<file path="src/rtl/mac_seq_ctrl.sv">
// Purpose: sequences one registered MAC (p = a*b + c) through a biased dot product of a streamed vector.
// Latency: len*(MAC_LAT+2)+1 cycles from start to out_valid_o (1 cycle for len==0); one pair per MAC_LAT+2 cycles.
// Backpressure: stalls in ISSUE while in_valid_i is low; holds out_data_o/out_valid_o until out_ready_i.
//
// Ports:
//   clk_i, rst_ni                  clock, asynchronous active-low reset
//   start_i, len_i, bias_i         job request (sampled in IDLE only)
//   clr_i                          synchronous abort to IDLE, highest priority
//   in_valid_i/in_ready_o, in_a_i, in_b_i    operand-pair stream
//   mac_ce_o, mac_a_o, mac_b_o, mac_c_o, mac_p_i   MAC instance control and result
//   out_valid_o/out_ready_i, out_data_o      final accumulator
//   busy_o                         high whenever not in IDLE
module mac_seq_ctrl #(
    parameter int N       = 16,
    parameter int Q       = 12,
    parameter int LEN_W   = 8,
    parameter int MAC_LAT = 1
) (
    input  logic             clk_i,
    input  logic             rst_ni,
    input  logic             start_i,
    input  logic [LEN_W-1:0] len_i,
    input  logic [N-1:0]     bias_i,
    input  logic             clr_i,
    input  logic             in_valid_i,
    output logic             in_ready_o,
    input  logic [N-1:0]     in_a_i,
    input  logic [N-1:0]     in_b_i,
    output logic             mac_ce_o,
    output logic [N-1:0]     mac_a_o,
    output logic [N-1:0]     mac_b_o,
    output logic [N-1:0]     mac_c_o,
    input  logic [N-1:0]     mac_p_i,
    output logic             out_valid_o,
    input  logic             out_ready_i,
    output logic [N-1:0]     out_data_o,
    output logic             busy_o
);

    localparam int WC_W = (MAC_LAT > 0) ? $clog2(MAC_LAT + 1) : 1;

    typedef enum logic [1:0] {
        IDLE  = 2'd0,
        ISSUE = 2'd1,
        WAIT  = 2'd2,
        DONE  = 2'd3
    } state_t;

    state_t           state_q;
    logic [N-1:0]     acc_q;
    logic [LEN_W-1:0] cnt_q;
    logic [WC_W-1:0]  wcnt_q;
    logic             in_ready_q;
    logic             mac_ce_q;
    logic [N-1:0]     mac_a_q;
    logic [N-1:0]     mac_b_q;
    logic [N-1:0]     mac_c_q;
    logic             out_valid_q;
    logic [N-1:0]     out_data_q;
    logic             busy_q;

    // Q only describes the MAC's number format; the controller never interprets it.
    logic unused_q;
    assign unused_q = (Q > 0);

    always_ff @(posedge clk_i or negedge rst_ni) begin
        if (!rst_ni) begin
            state_q     <= IDLE;
            acc_q       <= '0;
            cnt_q       <= '0;
            wcnt_q      <= '0;
            in_ready_q  <= 1'b0;
            mac_ce_q    <= 1'b0;
            mac_a_q     <= '0;
            mac_b_q     <= '0;
            mac_c_q     <= '0;
            out_valid_q <= 1'b0;
            out_data_q  <= '0;
            busy_q      <= 1'b0;
        end else if (clr_i) begin
            // Abort beats start and every handshake; out_data keeps the last result.
            state_q     <= IDLE;
            in_ready_q  <= 1'b0;
            mac_ce_q    <= 1'b0;
            out_valid_q <= 1'b0;
            busy_q      <= 1'b0;
        end else begin
            case (state_q)
                IDLE: begin
                    if (start_i) begin
                        acc_q  <= bias_i;
                        cnt_q  <= len_i;
                        busy_q <= 1'b1;
                        if (len_i == '0) begin
                            state_q     <= DONE;
                            out_data_q  <= bias_i;
                            out_valid_q <= 1'b1;
                        end else begin
                            state_q    <= ISSUE;
                            in_ready_q <= 1'b1;
                            mac_ce_q   <= 1'b1;
                        end
                    end
                end
                ISSUE: begin
                    // The MAC keeps re-evaluating the held operands here, which leaves p unchanged.
                    if (in_valid_i && in_ready_q) begin
                        mac_a_q    <= in_a_i;
                        mac_b_q    <= in_b_i;
                        mac_c_q    <= acc_q;
                        cnt_q      <= cnt_q - LEN_W'(1);
                        in_ready_q <= 1'b0;
                        wcnt_q     <= WC_W'(MAC_LAT);
                        state_q    <= WAIT;
                    end
                end
                WAIT: begin
                    // Counting down from MAC_LAT makes WAIT span MAC_LAT+1 cycles.
                    if (wcnt_q == '0) begin
                        acc_q <= mac_p_i;
                        if (cnt_q != '0) begin
                            state_q    <= ISSUE;
                            in_ready_q <= 1'b1;
                        end else begin
                            state_q     <= DONE;
                            out_data_q  <= mac_p_i;
                            out_valid_q <= 1'b1;
                            mac_ce_q    <= 1'b0;
                        end
                    end else begin
                        wcnt_q <= wcnt_q - WC_W'(1);
                    end
                end
                DONE: begin
                    if (out_ready_i) begin
                        out_valid_q <= 1'b0;
                        busy_q      <= 1'b0;
                        state_q     <= IDLE;
                    end
                end
                default: begin
                    state_q <= IDLE;
                end
            endcase
        end
    end

    assign in_ready_o  = in_ready_q;
    assign mac_ce_o    = mac_ce_q;
    assign mac_a_o     = mac_a_q;
    assign mac_b_o     = mac_b_q;
    assign mac_c_o     = mac_c_q;
    assign out_valid_o = out_valid_q;
    assign out_data_o  = out_data_q;
    assign busy_o      = busy_q;

endmodule
</file>
<file path="config.mk">
export PLATFORM = sky130hd
export DESIGN_NAME = mac_seq_ctrl
export DESIGN_NICKNAME = d
export VERILOG_FILES = /design/src/rtl/mac_seq_ctrl.sv
export SDC_FILE = /design/constraint.sdc
export NUM_CORES = 1
export LEC_CHECK = 0
export CORE_MARGIN = 4
export CORE_UTILIZATION = 46
export DETAILED_ROUTE_END_ITERATION = 16
export MAX_ROUTING_LAYER = met4
export PLACE_DENSITY = 0.81
export SLEW_MARGIN = 20
export SYNTH_ARGS = -nofsm -noshare
export SYNTH_HDL_FRONTEND = slang
export SYNTH_SLANG_ARGS = --single-unit
export TNS_END_PERCENT = 1
</file>
<file path="constraint.sdc">
create_clock -name clk_i -period 3.3 [get_ports clk_i]
set_input_delay 0.825 -clock clk_i [delete_from_list [all_inputs] [get_ports clk_i]]
set_output_delay 0.825 -clock clk_i [all_outputs]
set_load 0.01 [all_outputs]
</file>
# == After elaboration in Yosys (flattened, before gate mapping) ==
# Cells that the tools add are included.
# op_classes
n_eq_ne,16
n_bitwise,1
add_sub_neg,2
mux,43
reduce_logical,21
# op_table
op,n
2-to-1 mux 16 bit,6
one-hot mux 16 bit (2 select lines),2
"!= test 3 bit, second input constant",8
2-to-1 mux 1 bit,19
AND reduction 6 bit,3
2-to-1 mux 8 bit,2
one-hot mux 8 bit (2 select lines),1
2-to-1 mux 2 bit,7
AND reduction 4 bit,3
"!= test 2 bit, second input constant",5
AND reduction 3 bit,3
logical NOT 8 bit,1
one-hot mux 2 bit (4 select lines),1
nonzero test 4 bit,2
nonzero test 8 bit,1
"subtractor 8 x 1 -> 8 bit, second input constant",1
one-hot mux 1 bit (2 select lines),3
one-hot mux 1 bit (3 select lines),2
nonzero test 2 bit,3
nonzero test 3 bit,2
AND reduction 5 bit,1
"== test 2 bit, second input constant",2
"== test 2 x 1 -> 1 bit, second input constant",1
logical NOT 2 bit,1
3 further kinds,3
# word_totals
output_inout_bits,68
register_bits,95
input_bits,78

# == Logic depth before layout (Yosys ltp) ==
# logic_depth
depth_word,5
depth_mapped,10
depth_no_buf,6

# == Worst setup path after synthesis ==
# OpenSTA, ideal clock, no wires.
# synth_timing
path_type,input port to flip-flop
startpoint,in len_i[5]
endpoint,"reg out_data_q[6], in the netlist out_data_o[6]"
stages,6
required_ns,3.175
slack_ns,0.659
setup_ns,0.125
t_arrival_ns,2.516
path_cell_list,or4_4 -> o21a_1 -> or3b_1 -> buf_6 -> buf_12 -> mux2_4
# synth_between
elab_chain_cells,3
# synth_lines
item,line,source
start: declaration,22,"input logic [LEN_W-1:0] len_i,"
logical NOT 8 bit,94,if (len_i == '0) begin
!= test 2 bit (no line),--,
AND reduction 6 bit (no line),--,
end signal: assignment,96,out_data_q <= bias_i;
end signal: assignment,126,out_data_q <= mac_p_i;
end: declaration,59,logic [N-1:0] out_data_q;
# Every way passes these cells.
# A chain may end at the register's enable or synchronous reset.

# == Worst setup path after layout ==
# layout_timing
startpoint,in len_i[0]
endpoint,"reg out_data_q[14], in the netlist out_data_o[14]"
# The elaborated chain is that of the path after synthesis.

==> summary.txt <==
Place
  – Pre-CTS setup slack: 0.09526 ns
  – # port buffers: 145
  – Post-DP Area: 0.005831 mm2
  – DP HPWL: 8.437 mm
  – Routability congestion estimate: 0.9065

Final layout
  – Commonest non-fill, non-tap cell in the layout: nand2_1
  – Nets: 662
  – Final Cell Area: 0.006017 mm2
  – Commonest cells after routing, fill and taps aside: nand2_1, clkdlybuf4s50_1, dfrtp_1
  – Antenna cells: 0
  – Ratio of cells with drive above 1 in the final layout: 9.622%
  – Synth-to-layout area growth: 41.52%

Yosys
  – Synthesized flop and latch total: 95
  – Register area share after synthesis: 55.92%
  – Post-Synth Adder-Cell Area: 1.766%
  – Post-Synth XOR/XNOR Area: 0.2060%
  – Asr flop ratio synth: 100.0%
  – Post-synth cell types: 44
  – Ys flop type: dfrtp_1
  – Synth Warn #: 0
  – Compound-Gate Fraction of Synth Area: 7.740%
  – Share of the synthesized area in the top cell type: 55.92%
  – Mux cell area share after synthesis: 10.77%
  – Largest family of logic cells by synthesized area: simple AND/OR/NAND/NOR gates
  – Post-synth top area cell: dfrtp_1
  – Post-synthesis simple-gate area fraction: 19.66%
  – Syn Nets: 514
  – EDFF count, synth: 0
  – Synthesized area: 0.004252 mm2
  – Mapped Cells: 430
  – Largest cells by area after synthesis: dfrtp_1, nand2_1, mux2_2
  – Syn avg cell area: 9.887 um2

CTS
  – Post-CTS Hold Buffers: 0
  – Post-CTS setup buffers: 0
  – Clk buf depth: 2
  – Clock-pin transition on the worst setup and hold timing paths: 0.09 ns
  – Root Buffer: clkbuf_8
  – CTS tree: built
  – CTS Sinks: 95
  – Post-CTS Resized: 0
  – Clk Latency, worst-skew pair: 0.35 ns
  – Total CTS buffers: 9
  – H-tree depth: 3

Setup path
  – CP max stage delay: 0.59 ns
  – Crit Path Max Fanout: 9
  – R2r setup slk: 0.90 ns
  – Startpoint types: primary input
  – CP arrival: 3.05 ns
  – FF-to-FF End: cnt_q[7]$_DFFE_PN0P_
  – Slowest cell on crit path: or3b_1
  – CP Cell Sequence: clkdlybuf4s50_1 > or4_4 > o21a_1 > or3b_1 > buf_4 > mux2i_1
  – Worst path required time: 3.52 ns
  – Crit. End Element: flip-flop
  – Worst Reg-to-Reg Cells: 6
  – Reg2reg start: state_q[1]$_DFFE_PN0P_
  – Crit Path Class: primary input to flip-flop

STA
  – Slew HR: 51.79%
  – Setup TNS: 0 ns
  – Max Clock Skew: 0.01528 ns
  – Least-Margin Pin Slew: 0.7232 ns
  – Max Slew Vio Count: 0
  – Final min period: 2.831 ns
  – Final WS setup: 0.4687 ns
  – Min Hold Slack: 0.4698 ns
  – Unrepaired setup endpoints after global routing: no
  – Fmax: 353.2 MHz
  – Setup violators final: 0
  – Period utilization: 85.80%
  – Final Hold Vio Count: 0

Floorplanning
  – # rows: 34
  – Core area: 0.008848 mm2
  – IO Pins: 146
  – Die height: 104.1 um
  – Die Width: 104.1 um
  – Initial core utilization: 48.05%
  – Die area: 0.01085 mm2

Pwr
  – Power Density: 825.7 mW/mm2
  – Net Sw Power: 1.740 mW
  – Sw Share: 35.02%
  – Sequential share of power: 40.4%
  – Clock Power Share: 14.9%
  – Lkg Pwr: 2.812 nW
  – Internal power: 3.228 mW
  – Peak VDD IR: 0.3931 mV
  – Combinational fraction of design power: 44.7%
  – PnR Total Power: 4.968 mW

Detailed routing
  – Vias per std cell: 5.225
  – Total number of vias: 3605
  – Antenna Nets Post-Route: 0
  – Avg WL per Cell: 16.36 um
  – Starting DRC count in detailed routing: 167
  – DRC: 0
  – Post-Route WL: 11.29 mm
  – DRT Pass-1 Iters: 5

Run status
  – Outcome: completed

Worst hold path
  – Endpoint, Worst Hold: mac_c_o[7]$_DFFE_PN0P_
  – WHS Path Cells: 2
  – Worst hold path class: flip-flop to flip-flop
  – HP Start: acc_q[7]$_DFFE_PN0P_

Global routing
  – Vias in the first global route: 3631
  – Gr ovfl total: 0
  – GRT Total Usage: 21.58%
  – First-pass GRT wire length: 18.40 mm
  – Largest net degree at the start of global routing: 59
  – Antenna violations before repair: 0

Flow run
  – Max-cap violations: 0
worst max-delay path by stage:
stage / start / endpoint / slack, ns / depth (start not counted)
after floorplan: len_i[5] / out_data_o[6]$_DFFE_PN0P_ / 0.66 / 6
final: len_i[0] / out_data_o[14]$_DFFE_PN0P_ / 0.47 / 6
after global placement: len_i[5] / out_data_o[9]$_DFFE_PN0P_ / 0.14 / 6
after CTS: len_i[0] / out_data_o[8]$_DFFE_PN0P_ / 0.47 / 6
after global routing: len_i[0] / out_data_o[14]$_DFFE_PN0P_ / 0.42 / 6
after detailed placement: len_i[0] / out_data_o[15]$_DFFE_PN0P_ / 0.1 / 6
cells in the mapped netlist, types with 4 or more instances:
library cell	number
nand2b_1	4
nand3_1	4
a21oi_1	19
ha_1	6
o22ai_1	5
dfrtp_1	95
clkbuf_1	12
o211ai_1	4
inv_1	17
o21ai_0	11
mux2i_1	18
nand2_1	150
mux2_2	21
nor2_1	16
buf_1	6
per-layer routing:
| metal | share of wire, % | wire length [um] | up-vias | global-route usage [%] |
|---|---|---|---|---|
| met3 | 4.6 | 520 | 14 | 4.097 |
| met5 | 0 | 0 | - | - |
| met2 | 49 | 5578 | 125 | 34.87 |
| li1 | - | - | 1726 | - |
| met4 | 1.9 | 214 | 0 | 7.597 |
| met1 | 44 | 4972 | 1740 | 27.37 |
power groups by stage:
stage	logic [mW]	clock network, mW	registers (mW)
6_report	2.22	0.741	2.01
5_1_grt	2.41	0.822	2.08
4_1_cts	2.24	0.763	2.01
3_5_place_dp	2.23	0	2.03
3_3_place_gp	2.16	0	2.01
2_1_floorplan	0.949	0	2.14
sequential cells by signal, indices dropped and copies added, names as in the netlist, 2 cells and up:
| name | flops |
|---|---|
| mac_b_o | 16 |
| out_data_o | 16 |
| state_q | 2 |
| mac_c_o | 16 |
| mac_a_o | 16 |
| cnt_q | 8 |
| acc_q | 16 |
cell type report:
type | count | area, um2
multi-input cells | 297 | 1708
clock buffers | 10 | 127.6
flip-flops and latches | 95 | 2377
well taps | 108 | 135.1
repair buffers | 158 | 1546
fillers | 695 | 2831
inverters | 17 | 63.81
clock inverters | 5 | 58.81
through the flow:
step | std cells | util [%]
floorplan | 430 | -
global placement | 675 | 65.89
detailed placement | 675 | 65.89
CTS | 690 | 68.00
global route | 690 | 68.00
finish | 690 | 68.00
worst max-delay path, delay by kind of cell:
family	cells	cell delay [ns]
AOI/OAI and AO/OA	1	0.23
buffers and inverters	2	0.70
muxes	1	0.13
and+or+nand+nor	2	1.15
kinds of logic after synthesis:
group	count (synthesis)
and+or+nand+nor	195
DFF	95
AOI/OAI and AO/OA	53
muxes	42
buffers and inverters	38
adders and majority gates	6
xor gates and xnor gates	1
Power figures use the tool's default switching activity.
